===== src/rtl/hdmi_island_scheduler_pkg.sv =====
// Shared definitions for the HDMI data-island scheduler: packet type codes,
// island phase lengths, source indices and the FSM state encoding.
package hdmi_packet_pkg;

    typedef enum logic [2:0] {
        PKT_NULL       = 3'd0,
        PKT_ACR        = 3'd1,
        PKT_AUDIO      = 3'd2,
        PKT_AVI        = 3'd3,
        PKT_AUDIO_INFO = 3'd4,
        PKT_SPD        = 3'd5
    } packetType_t;

    typedef enum logic [2:0] {
        ST_IDLE        = 3'd0,
        ST_PREAMBLE    = 3'd1,
        ST_LEAD_GUARD  = 3'd2,
        ST_PACKET      = 3'd3,
        ST_TRAIL_GUARD = 3'd4
    } islandState_t;

    localparam int PREAMBLE_LEN = 8;
    localparam int GUARD_LEN    = 2;
    localparam int PACKET_LEN   = 32;

    // Pending-vector layout, highest priority at index 0.
    // Source index i is sent as packet type i+1.
    localparam int NUM_SOURCES    = 5;
    localparam int SRC_ACR        = 0;
    localparam int SRC_AUDIO      = 1;
    localparam int SRC_AVI        = 2;
    localparam int SRC_AUDIO_INFO = 3;
    localparam int SRC_SPD        = 4;

    // Number of distinct packet sources that currently have work.
    function automatic logic [2:0] countPending(input logic [NUM_SOURCES-1:0] pending);
        logic [2:0] total;
        total = 3'd0;
        for (int i = 0; i < NUM_SOURCES; i++) begin
            total = total + {2'b00, pending[i]};
        end
        return total;
    endfunction

endpackage


===== src/rtl/hdmi_island_scheduler_if.sv =====
// Bundle between video timing / audio FIFO / infoframe control on one side
// and the island scheduler feeding the TMDS packet encoder on the other.
interface hdmi_island_if;

    logic        islandOpportunity;
    logic [11:0] blankCycles;
    logic        frameStart;
    logic        sampleFifoEmpty;
    logic [7:0]  samplesPerRegenPacket;
    logic [2:0]  infoframeEnable;

    logic        dataIslandPreamble;
    logic        dataIslandGuardBand;
    logic        packetStart;
    logic [2:0]  packetType;
    logic        sampleFifoReadEnable;
    logic        infoframeMissed;

    // Timing/control side that offers blanking and packet sources.
    modport master (
        output islandOpportunity, blankCycles, frameStart, sampleFifoEmpty,
               samplesPerRegenPacket, infoframeEnable,
        input  dataIslandPreamble, dataIslandGuardBand, packetStart, packetType,
               sampleFifoReadEnable, infoframeMissed
    );

    // Scheduler side.
    modport slave (
        input  islandOpportunity, blankCycles, frameStart, sampleFifoEmpty,
               samplesPerRegenPacket, infoframeEnable,
        output dataIslandPreamble, dataIslandGuardBand, packetStart, packetType,
               sampleFifoReadEnable, infoframeMissed
    );

endinterface


===== src/rtl/hdmi_packet_arbiter.sv =====
// Combinational fixed-priority pick over the pending vector.
// Index 0 wins; an empty vector yields the NULL packet and no grant.
module hdmi_packet_arbiter
    import hdmi_packet_pkg::*;
(
    input  logic [NUM_SOURCES-1:0] pending,
    output packetType_t            pickType,
    output logic [NUM_SOURCES-1:0] grant
);

    // higherPending[i] is set when any source above index i has work
    logic [NUM_SOURCES-1:0] higherPending;

    assign higherPending[0] = 1'b0;

    generate
        for (genvar gi = 1; gi < NUM_SOURCES; gi++) begin : gChain
            assign higherPending[gi] = higherPending[gi-1] | pending[gi-1];
        end
        for (genvar gi = 0; gi < NUM_SOURCES; gi++) begin : gGrant
            assign grant[gi] = pending[gi] & ~higherPending[gi];
        end
    endgenerate

    // Translate the one-hot grant into the packet type code
    always_comb begin
        pickType = PKT_NULL;
        for (int i = 0; i < NUM_SOURCES; i++) begin
            if (grant[i]) begin
                pickType = packetType_t'(3'(i + 1));
            end
        end
    end

endmodule


===== src/rtl/hdmi_island_scheduler.sv =====
// HDMI data-island scheduler. On each blanking opportunity it sizes an island
// from the available blanking and the number of pending packet sources, then
// walks preamble, leading guard, n packets and trailing guard, re-arbitrating
// at every packet boundary. Also keeps ACR cadence and per-frame infoframes.
module hdmi_island_scheduler
    import hdmi_packet_pkg::*;
#(
    parameter int MAX_PACKETS     = 18,
    parameter int ISLAND_OVERHEAD = 24
) (
    input  logic          clock,
    input  logic          resetN,
    hdmi_island_if.slave  bus
);

    // FSM and island counters
    islandState_t state;
    logic [4:0]   phaseCount;
    logic [4:0]   packetsLeft;

    // Registered outputs
    logic         preambleReg;
    logic         guardReg;
    logic         packetStartReg;
    packetType_t  packetTypeReg;
    logic         readEnableReg;
    logic         missedReg;

    // Pending sources and ACR cadence
    logic         acrPending;
    logic [2:0]   infoPending;
    logic [7:0]   acrCount;
    logic [7:0]   regenPrev;

    logic [NUM_SOURCES-1:0] pendingVec;
    logic [NUM_SOURCES-1:0] grant;
    logic [NUM_SOURCES-1:0] grantVec;
    packetType_t            pickType;

    // AUDIO is pending whenever the sample FIFO holds data.
    assign pendingVec = {infoPending, ~bus.sampleFifoEmpty, acrPending};

    hdmi_packet_arbiter uArbiter (
        .pending  (pendingVec),
        .pickType (pickType),
        .grant    (grant)
    );

    // Island sizing: packets that fit after fixed overhead, capped by the
    // HDMI limit and by how many sources actually have something to send.
    logic [6:0] slotsFit;
    logic [4:0] nMax;
    logic [2:0] pendingCount;
    logic [4:0] islandPackets;
    logic       islandFits;
    logic       islandGo;

    assign slotsFit      = 7'((bus.blankCycles - 12'(ISLAND_OVERHEAD)) >> 5);
    assign nMax          = (slotsFit > 7'(MAX_PACKETS)) ? 5'(MAX_PACKETS) : slotsFit[4:0];
    assign pendingCount  = countPending(pendingVec);
    assign islandPackets = ({2'b00, pendingCount} < nMax) ? {2'b00, pendingCount} : nMax;
    assign islandFits    = bus.blankCycles >= 12'(ISLAND_OVERHEAD + PACKET_LEN);
    assign islandGo      = bus.islandOpportunity && islandFits && (islandPackets != 5'd0);

    // A new packet begins on the edge that ends the leading guard or ends a
    // packet that is not the last one of the island.
    logic slotBoundary;
    assign slotBoundary = (phaseCount == 5'd0) &&
                          ((state == ST_LEAD_GUARD) ||
                           ((state == ST_PACKET) && (packetsLeft != 5'd1)));
    assign grantVec = grant & {NUM_SOURCES{slotBoundary}};

    // ACR cadence: count AUDIO packets, wrap and request ACR at the programmed ratio
    logic regenEnabled;
    logic regenChanged;
    logic acrWrap;

    assign regenEnabled = bus.samplesPerRegenPacket != 8'd0;
    assign regenChanged = bus.samplesPerRegenPacket != regenPrev;
    assign acrWrap      = grantVec[SRC_AUDIO] && regenEnabled && !regenChanged &&
                          (acrCount == bus.samplesPerRegenPacket - 8'd1);

    // Infoframe bits cleared by this cycle's grant; a frameStart re-arm wins.
    logic [2:0] infoClear;
    logic [2:0] infoKept;

    assign infoClear = grantVec[SRC_SPD:SRC_AVI];
    assign infoKept  = infoPending & ~infoClear;

    // Island sequencer with registered strobes and packet type
    always_ff @(posedge clock or negedge resetN) begin
        if (!resetN) begin
            state          <= ST_IDLE;
            phaseCount     <= 5'd0;
            packetsLeft    <= 5'd0;
            preambleReg    <= 1'b0;
            guardReg       <= 1'b0;
            packetStartReg <= 1'b0;
            packetTypeReg  <= PKT_NULL;
            readEnableReg  <= 1'b0;
        end else begin
            packetStartReg <= 1'b0;
            readEnableReg  <= 1'b0;
            if (slotBoundary) begin
                packetStartReg <= 1'b1;
                packetTypeReg  <= pickType;
                readEnableReg  <= grant[SRC_AUDIO];
            end
            case (state)
                ST_IDLE: begin
                    if (islandGo) begin
                        state       <= ST_PREAMBLE;
                        phaseCount  <= 5'(PREAMBLE_LEN - 1);
                        packetsLeft <= islandPackets;
                        preambleReg <= 1'b1;
                    end
                end
                ST_PREAMBLE: begin
                    if (phaseCount == 5'd0) begin
                        state       <= ST_LEAD_GUARD;
                        phaseCount  <= 5'(GUARD_LEN - 1);
                        preambleReg <= 1'b0;
                        guardReg    <= 1'b1;
                    end else begin
                        phaseCount <= phaseCount - 5'd1;
                    end
                end
                ST_LEAD_GUARD: begin
                    if (phaseCount == 5'd0) begin
                        state      <= ST_PACKET;
                        phaseCount <= 5'(PACKET_LEN - 1);
                        guardReg   <= 1'b0;
                    end else begin
                        phaseCount <= phaseCount - 5'd1;
                    end
                end
                ST_PACKET: begin
                    if (phaseCount == 5'd0) begin
                        if (packetsLeft == 5'd1) begin
                            state         <= ST_TRAIL_GUARD;
                            phaseCount    <= 5'(GUARD_LEN - 1);
                            guardReg      <= 1'b1;
                            packetTypeReg <= PKT_NULL;
                        end else begin
                            packetsLeft <= packetsLeft - 5'd1;
                            phaseCount  <= 5'(PACKET_LEN - 1);
                        end
                    end else begin
                        phaseCount <= phaseCount - 5'd1;
                    end
                end
                ST_TRAIL_GUARD: begin
                    if (phaseCount == 5'd0) begin
                        state    <= ST_IDLE;
                        guardReg <= 1'b0;
                    end else begin
                        phaseCount <= phaseCount - 5'd1;
                    end
                end
                default: begin
                    state       <= ST_IDLE;
                    preambleReg <= 1'b0;
                    guardReg    <= 1'b0;
                end
            endcase
        end
    end

    // ACR counter and ACR request flag
    always_ff @(posedge clock or negedge resetN) begin
        if (!resetN) begin
            acrCount   <= 8'd0;
            regenPrev  <= 8'd0;
            acrPending <= 1'b0;
        end else begin
            regenPrev <= bus.samplesPerRegenPacket;
            if (regenChanged) begin
                acrCount <= 8'd0;
            end else if (grantVec[SRC_AUDIO] && regenEnabled) begin
                acrCount <= acrWrap ? 8'd0 : acrCount + 8'd1;
            end
            acrPending <= acrWrap | (acrPending & ~grantVec[SRC_ACR]);
        end
    end

    // Per-frame infoframe arming and sticky missed flag
    always_ff @(posedge clock or negedge resetN) begin
        if (!resetN) begin
            infoPending <= 3'b000;
            missedReg   <= 1'b0;
        end else begin
            if (bus.frameStart) begin
                infoPending <= infoKept | bus.infoframeEnable;
                if (|(infoKept & bus.infoframeEnable)) begin
                    missedReg <= 1'b1;
                end
            end else begin
                infoPending <= infoKept;
            end
        end
    end

    assign bus.dataIslandPreamble   = preambleReg;
    assign bus.dataIslandGuardBand  = guardReg;
    assign bus.packetStart          = packetStartReg;
    assign bus.packetType           = packetTypeReg;
    assign bus.sampleFifoReadEnable = readEnableReg;
    assign bus.infoframeMissed      = missedReg;

endmodule


===== src/flat_wrapper.sv =====
// flat-port wrapper written by rule: the top's interface ports become plain ports
module hdmi_island_scheduler_flat import hdmi_packet_pkg::*;
#(
    parameter int MAX_PACKETS     = 18,
    parameter int ISLAND_OVERHEAD = 24
)
  (clock, resetN, bus_islandOpportunity, bus_blankCycles, bus_frameStart, bus_sampleFifoEmpty, bus_samplesPerRegenPacket, bus_infoframeEnable, bus_dataIslandPreamble, bus_dataIslandGuardBand, bus_packetStart, bus_packetType, bus_sampleFifoReadEnable, bus_infoframeMissed);
  hdmi_island_if bus_i ();
  input  logic clock;
  input  logic resetN;
  input wire logic [$bits(bus_i.islandOpportunity)-1:0] bus_islandOpportunity;
  input wire logic [$bits(bus_i.blankCycles)-1:0] bus_blankCycles;
  input wire logic [$bits(bus_i.frameStart)-1:0] bus_frameStart;
  input wire logic [$bits(bus_i.sampleFifoEmpty)-1:0] bus_sampleFifoEmpty;
  input wire logic [$bits(bus_i.samplesPerRegenPacket)-1:0] bus_samplesPerRegenPacket;
  input wire logic [$bits(bus_i.infoframeEnable)-1:0] bus_infoframeEnable;
  output wire logic [$bits(bus_i.dataIslandPreamble)-1:0] bus_dataIslandPreamble;
  output wire logic [$bits(bus_i.dataIslandGuardBand)-1:0] bus_dataIslandGuardBand;
  output wire logic [$bits(bus_i.packetStart)-1:0] bus_packetStart;
  output wire logic [$bits(bus_i.packetType)-1:0] bus_packetType;
  output wire logic [$bits(bus_i.sampleFifoReadEnable)-1:0] bus_sampleFifoReadEnable;
  output wire logic [$bits(bus_i.infoframeMissed)-1:0] bus_infoframeMissed;
  assign bus_i.islandOpportunity = bus_islandOpportunity;
  assign bus_i.blankCycles = bus_blankCycles;
  assign bus_i.frameStart = bus_frameStart;
  assign bus_i.sampleFifoEmpty = bus_sampleFifoEmpty;
  assign bus_i.samplesPerRegenPacket = bus_samplesPerRegenPacket;
  assign bus_i.infoframeEnable = bus_infoframeEnable;
  assign bus_dataIslandPreamble = bus_i.dataIslandPreamble;
  assign bus_dataIslandGuardBand = bus_i.dataIslandGuardBand;
  assign bus_packetStart = bus_i.packetStart;
  assign bus_packetType = bus_i.packetType;
  assign bus_sampleFifoReadEnable = bus_i.sampleFifoReadEnable;
  assign bus_infoframeMissed = bus_i.infoframeMissed;
  hdmi_island_scheduler #(.MAX_PACKETS(MAX_PACKETS), .ISLAND_OVERHEAD(ISLAND_OVERHEAD)) u_core (.clock(clock), .resetN(resetN), .bus(bus_i));
endmodule

===== config.mk =====
export PLATFORM = sky130hd
export DESIGN_NAME = hdmi_island_scheduler_flat
export DESIGN_NICKNAME = d
export VERILOG_FILES = /design/src/rtl/hdmi_island_scheduler_pkg.sv /design/src/rtl/hdmi_island_scheduler_if.sv /design/src/rtl/hdmi_packet_arbiter.sv /design/src/rtl/hdmi_island_scheduler.sv /design/src/flat_wrapper.sv
export SDC_FILE = /design/constraint.sdc
export NUM_CORES = 1
export LEC_CHECK = 0
export ABC_AREA = 1
export CAP_MARGIN = 20
export CORE_MARGIN = 2
export CORE_UTILIZATION = 51
export CTS_CLUSTER_DIAMETER = 50
export CTS_CLUSTER_SIZE = 14
export DETAILED_ROUTE_END_ITERATION = 8
export PLACE_DENSITY = 0.77
export SETUP_SLACK_MARGIN = 0.05
export SYNTH_ARGS = -nofsm -noshare
export SYNTH_HDL_FRONTEND = slang
export SYNTH_SLANG_ARGS = --single-unit
export TNS_END_PERCENT = 100

===== constraint.sdc =====
create_clock -name clock -period 3.2 [get_ports clock]
set_input_delay 0.32 -clock clock [delete_from_list [all_inputs] [get_ports clock]]
set_output_delay 0.32 -clock clock [all_outputs]
set_load 0.02 [all_outputs]

==> results.toml, run 1 <==
[clocking]
cts.sinks = 41
clock_latency_ns = 0.29
cts_max_path_buffers = 2
cts_made_buffers = 5
clk_pin_slew_worst_paths_ns = 0.08
ctsRootBufferMaster = "clkbuf_8"
htreeDepth = 2
hold_buffers = 0
cts_tree = "yes"

[routing]
drc = 0
vias = 2579
drtIter0Drc = 95
drt_first_pass_iters = 4
antenna_left = 0
wl_um = 6030
wl_per_cell_um = 12.1
routed_via_density = 5.16

[critical_path]
r2r_cells = 22
path_max_fanout = 5
r2r-end = "u_core.bus.dataIslandPreamble"
regToRegSetupSlack_ns = -0.23
rr_startpoint = "u_core.acrPending"
cp.arrival_ns = 3.62
end_kind = "flip-flop"
start_kind = "flip-flop"
crit_required_ns = 3.39
worstSetupPathType = "flip-flop to flip-flop"

[yosys]
synth.net_count = 411
netlist_area_um2 = 2880
synth-async-reset-ratio_pct = 100
yosysTopAreaCell = "dfrtp_1"
ys.flop_type = "dfrtp_1"
synth_top_area_share_pct = 35.7
synth_edf_count = 0
ys_seq_elements = 41
syn_area_per_cell_um2 = 7.79
seq_area_frac_synth_pct = 35.7
synth_top_cells_by_area = "dfrtp_1 (36%), inv_1 (8.1%), nand2_1 (8.1%), ha_1 (5.2%), nand3_1 (5.2%)"
syn_inst = 369
synth_common_cells = "inv_1 (62), nand2_1 (62), dfrtp_1 (41)"
synth_cell_type_count = 36
ys_warn_count = 0

[global_route]
grt_pass1_wl_um = 10200
grt_pass1_vias = 2505
grt_max_degree = 42
antenna_found_initial = 0
track_usage_pct = 20.2
grt_overflow = 0

[sta]
min_period_ns = 3.43
skew_ns = 0.00561
rsz0062_at_grt = "yes"
setup_ws_ns = -0.229
worst_pin_slew_ns = 0.900
hold_ws_ns = 0.135
fmax_ghz = 0.292
fin_crit_sh_pct = 107
hold_viol_final = 0
slew_headroom_pct = 40.0
fin_tns_setup_ns = -2.60
setup_viol = 14
drv_slew = 0

[final_layout]
fin_nets = 470
stdcell_count = 500
antenna_cells = 0
drive_above_1_share_pct = 18.9
post-route-cell-area_um2 = 3580
area_growth_pct = 24.7

[floorplan]
io_pins = 36
core_area_um2 = 5470
die-width_um = 79.1
fp.dieH_um = 79.1
die-area_um2 = 6250
std_cell_rows = 27
start_util_pct = 52.5

[place]
dpl_cell_area_um2 = 3370
gp_congestion = 0.889
portBuffers = 32
hpwl_um = 4590
dp.cells = 484

[pwr]
power_leakage_nw = 1.69
powerDensity_nw_per_um2 = 720
ir_drop_uv = 396
power_mw = 2.58

[job]
cap_violations = 0

[worst_hold_path]
hold_class = "primary input to async pin"

[outcome]
status = "finished with violations"
violations = "negative setup slack"
==> critical path: stages (launching register included) <==
cell and delay [ns]:
dfrtp_1 0.40, inv_2 0.08, ha_4 0.19, fa_1 0.43, inv_1 0.06, ha_1 0.13, inv_1 0.04, fa_1 0.49
inv_1 0.05, ha_1 0.28, nand2_1 0.08, inv_2 0.04, a21oi_2 0.17, nor2_4 0.06, nand3_2 0.10, nand2_1 0.06
nand2_1 0.11, nand3_2 0.10, nand2_4 0.11, buf_6 0.11, nand2_4 0.06, nand3_1 0.13, nand2_1 0.07
==> area by class of cell <==
class | count | area [um^2]
clock buffer | 6 | 82.6
timing repair buffer | 51 | 460
clock inverter | 1 | 7.51
inverter | 67 | 251
tap | 72 | 90.1
fill | 478 | 1890
multi-input combinational | 262 | 1670
sequential | 41 | 1030
==> metal layers <==
metal / vias up / GRT usage [%] / wire, um
met1: 1206 / 25.6 / 2790
met2: 44 / 34.2 / 3000
met3: 8 / 3.18 / 163
li1: 1321 / - / -
met4: 0 / 8.28 / 82
met5: - / 0 / 0
==> layout by cell type, fill, tap and decap left out, drive strengths merged <==
cell	count
o21ai	24
fa	2
buf	20
clkdlybuf4s50	30
dlygate4sd2	1
clkinvlp	1
nand2	81
nor3	11
and3	1
o22ai	10
a211oi	2
nand3	34
clkbuf	6
o21bai	1
a21oi	8
a311oi	1
nand4	11
nand3b	1
a21o	2
ha	12
nor4	3
o211ai	1
inv	66
xnor2	8
or2	6
a21boi	1
clkinv	1
xor2	13
dfrtp	41
nor2	29
==> sequential cells by signal, summed over array words and instances (netlist names) <==
register                         cells
u_core.state                         3
u_core.bus.infoframeMissed           1
u_core.bus.dataIslandGuardBand       1
u_core.bus.dataIslandPreamble        1
u_core.acrCount                      8
u_core.packetsLeft                   5
u_core.infoPending                   3
u_core.bus.packetStart               1
u_core.acrPending                    1
u_core.bus.sampleFifoReadEnable      1
u_core.phaseCount                    5
u_core.bus.packetType                3
u_core.regenPrev                     8
==> how the worst max path moves through the flow <==
stage          cells past startpoint  slack [ns]           startpoint                             to
2_1_floorplan                     23        0.02    u_core.acrPending          u_core.packetsLeft[3]
3_3_place_gp                      23       -0.68  bus_sampleFifoEmpty           u_core.phaseCount[1]
3_5_place_dp                      23       -0.82  bus_sampleFifoEmpty           u_core.phaseCount[1]
4_1_cts                           22       -0.21    u_core.acrPending           u_core.phaseCount[4]
5_1_grt                           22       -0.42    u_core.acrPending  u_core.bus.dataIslandPreamble
6_report                          22       -0.23    u_core.acrPending  u_core.bus.dataIslandPreamble
==> cell families after synthesis <==
family / Yosys count / synth area share [%]
adder cells (fa/ha/maj): 14 / 6.61
flip-flops: 41 / 35.7
AND/OR/NAND/NOR: 175 / 31.7
buffers and inverters: 68 / 9.44
XOR/XNOR: 21 / 6.40
AO/OA/AOI/OAI: 50 / 10.1
==> timing repair <==
item                                    CTS  global route
gates cloned                              2             0
pin swaps                                 4             8
endpoints found under the setup margin   14            14
resized for setup                         9            14
buffers inserted                          4             3
==> through the flow <==
step	setup WS, ns	utilization (%)
2_1_floorplan	0.0235	-
3_3_place_gp	-0.681	61.5
3_5_place_dp	-0.824	61.5
4_1_cts	-0.210	64.2
5_1_grt	-0.415	65.5
6_report	-0.229	65.5
==> power by group <==
part / internal, mW / switching [mW]
clock: 0.171 / 0.179
combinational: 0.622 / 0.866
sequential: 0.643 / 0.100
No activity file was read; power rests on OpenSTA's default activity.
==> run 2, diff against run 1 <==
--- a/config.mk
+++ b/config.mk
@@ -7,11 +7,11 @@
 export LEC_CHECK = 0
 export ABC_AREA = 1
 export CAP_MARGIN = 20
-export CORE_MARGIN = 2
 export CORE_UTILIZATION = 51
 export CTS_CLUSTER_DIAMETER = 50
 export CTS_CLUSTER_SIZE = 14
 export DETAILED_ROUTE_END_ITERATION = 8
+export HOLD_SLACK_MARGIN = 0.05
 export PLACE_DENSITY = 0.77
 export SETUP_SLACK_MARGIN = 0.05
 export SYNTH_ARGS = -nofsm -noshare
==> run 2 against run 1 <==
Against the previous run: the run still ends with negative setup slack left; design area increased by 1.0%; critical path depth unchanged; final cell count down 0.60%; count of clock-buffer cells in the layout is the same; global-route usage increased by 1.6 points; first-iteration DRC count rose by 53%; sequential share of layout area is 0.29 points lower; core utilization grew 3.2 points; die area decreased by 5.0%; clock skew fell by 0.0025 ns; highest routed layer unchanged.
==> results.toml, run 2 (synthesis gave the netlist of run 1 again) <==
[global_route]
grt_overflow = 0
grt_pass1_vias = 2528
grt_max_degree = 42
antenna_found_initial = 0
track_usage_pct = 21.7
grt_pass1_wl_um = 10400

[critical_path]
r2r_cells = 22
r2r-end = "u_core.phaseCount[3]"
crit_slowest_cell = "fa_1"
regToRegSetupSlack_ns = -0.20
start_kind = "flip-flop"
cp_cell_sequence = "inv_2, ha_4, fa_1, inv_1, ha_2, inv_2, fa_1, inv_1, ha_1, nand2_1, inv_1, a21oi_2, nor2_4, nand3_4, nand2_2, nand2_2, nand3_2, nand2_4, nand2_8, nand2_4, nand2_1, o21ai_2"
crit_required_ns = 3.39
setup.worst_path.start = "u_core.acrPending"
max_stage_delay_ns = 0.50
worstSetupEndpoint = "u_core.phaseCount[3]"
end_kind = "flip-flop"
crit_top_cell = "inv_1"
rr_startpoint = "u_core.acrPending"
worstSetupPathType = "flip-flop to flip-flop"
cp.arrival_ns = 3.59
path_max_fanout = 7

[final_layout]
final_cell_mix = "inv_1 (59), nand2_1 (52), dfrtp_1 (41), clkdlybuf4s50_1 (30), nand3_1 (27)"
reg_top3 = "u_core.acrCount (8), u_core.regenPrev (8)"
stdcell_count = 497
drive_above_1_share_pct = 21.3
area_growth_pct = 25.9
antenna_cells = 0
layout_commonest_cell = "inv_1"
fin_nets = 468

[place]
hpwl_um = 4520
dp.cells = 482
portBuffers = 32
gp_congestion = 0.839
dp_slack_ns = -0.742

[clocking]
ctsRootBufferMaster = "clkbuf_8"
cts_max_path_buffers = 2
cts_tree = "yes"
clk_pin_slew_worst_paths_ns = 0.08
cts.sinks = 41
cts_made_buffers = 5
htreeDepth = 2
clock_latency_ns = 0.29

[sta]
rsz0062_at_grt = "yes"
min_period_ns = 3.40
drv_slew = 0
setup_ws_ns = -0.198
fin_crit_sh_pct = 106
hold_viol_final = 0
fin_tns_setup_ns = -2.42
fmax_ghz = 0.294
setup_viol = 14
slew_headroom_pct = 38.7
hold_ws_ns = 0.160
worst_pin_slew_ns = 0.920
skew_ns = 0.00308

[outcome]
violations = "negative setup slack"
status = "finished with violations"

[floorplan]
start_util_pct = 54.6
die-width_um = 77.1
std_cell_rows = 26
core_area_um2 = 5270
io_pins = 36
fp.dieH_um = 77.1
die-area_um2 = 5940

[routing]
wl_per_cell_um = 12.2
drc = 0
routed_via_density = 5.26
drtIter0Drc = 145
wl_um = 6080
drt_first_pass_iters = 4
antenna_left = 0
vias = 2612

[pwr]
power_leakage_nw = 1.71
powerDensity_nw_per_um2 = 729
ir_drop_uv = 385

[job]
cap_violations = 0

[worst_hold_path]
hold_class = "primary input to async pin"
run 2: cell count changes in the layout (fill, tap and decap cells not counted), sizes merged:
cell / change
buf: -2
clkinv: +2
clkinvlp: -1
run 2: cell type report:
cell class / instances / area (um^2)
clock buffers: 6 / 82.6
clock inverters: 2 / 13.8
fillers: 449 / 1650
inverters: 67 / 251
multi-input cells: 262 / 1710
flip-flops and latches: 41 / 1030
well taps: 70 / 87.6
repair buffers: 49 / 445
run 2: what timing repair did:
item,CTS,global route
gates cloned,2,0
hold buffers,0,0
pin swaps,8,15
buffers inserted,3,2
endpoints found under the hold margin,0,0
gates resized for setup,13,23
endpoints found under the setup margin,14,14
run 2: worst max-delay path: cells and delay by family (launching register included):
kind | cells | cell delay (ns)
and+or+nand+nor | 10 | 0.93
AOI/OAI and AO/OA | 2 | 0.11
DFF | 1 | 0.41
adders and majority gates | 5 | 1.53
buffers and inverters | 5 | 0.30
run 2: how the worst min path moves through the flow:
stage                                             start                            end  slack, ns  cells past startpoint
after floorplan                                  resetN             u_core.acrCount[0]       0.02                      0
after global placement    u_core.bus.dataIslandPreamble  u_core.bus.dataIslandPreamble       0.46                      2
after detailed placement  u_core.bus.dataIslandPreamble  u_core.bus.dataIslandPreamble       0.46                      2
after CTS                                        resetN     u_core.bus.infoframeMissed       0.19                      1
after global routing                             resetN  u_core.bus.dataIslandPreamble       0.24                      1
final                                            resetN          u_core.packetsLeft[0]       0.16                      1
run 2: power breakdown:
group	leakage [nW]	switching (mW)	internal, mW	total, mW
sequential	0.499	0.107	0.643	0.751
combinational	1.15	0.899	0.633	1.53
clock	0.0512	0.183	0.175	0.358
total	1.71	1.19	1.45	2.64
run 2: metal layers:
metal	track usage, %	vias to the layer above	share of wire [%]
met2	37.7	56	49
met1	27.9	1229	46
met4	7.92	0	1.3
met5	0	-	0
li1	-	1318	-
met3	2.50	9	3.7
run 2: stage by stage:
stage / utilization [%] / instance area, um^2 / power, mW
2_1_floorplan: - / 2890 / 1.69
3_5_place_dp: 63.8 / 3360 / 2.03
4_1_cts: 66.9 / 3520 / 2.50
3_3_place_gp: 63.8 / 3360 / 2.00
6_report: 68.7 / 3620 / 2.64
5_1_grt: 68.7 / 3620 / 2.86
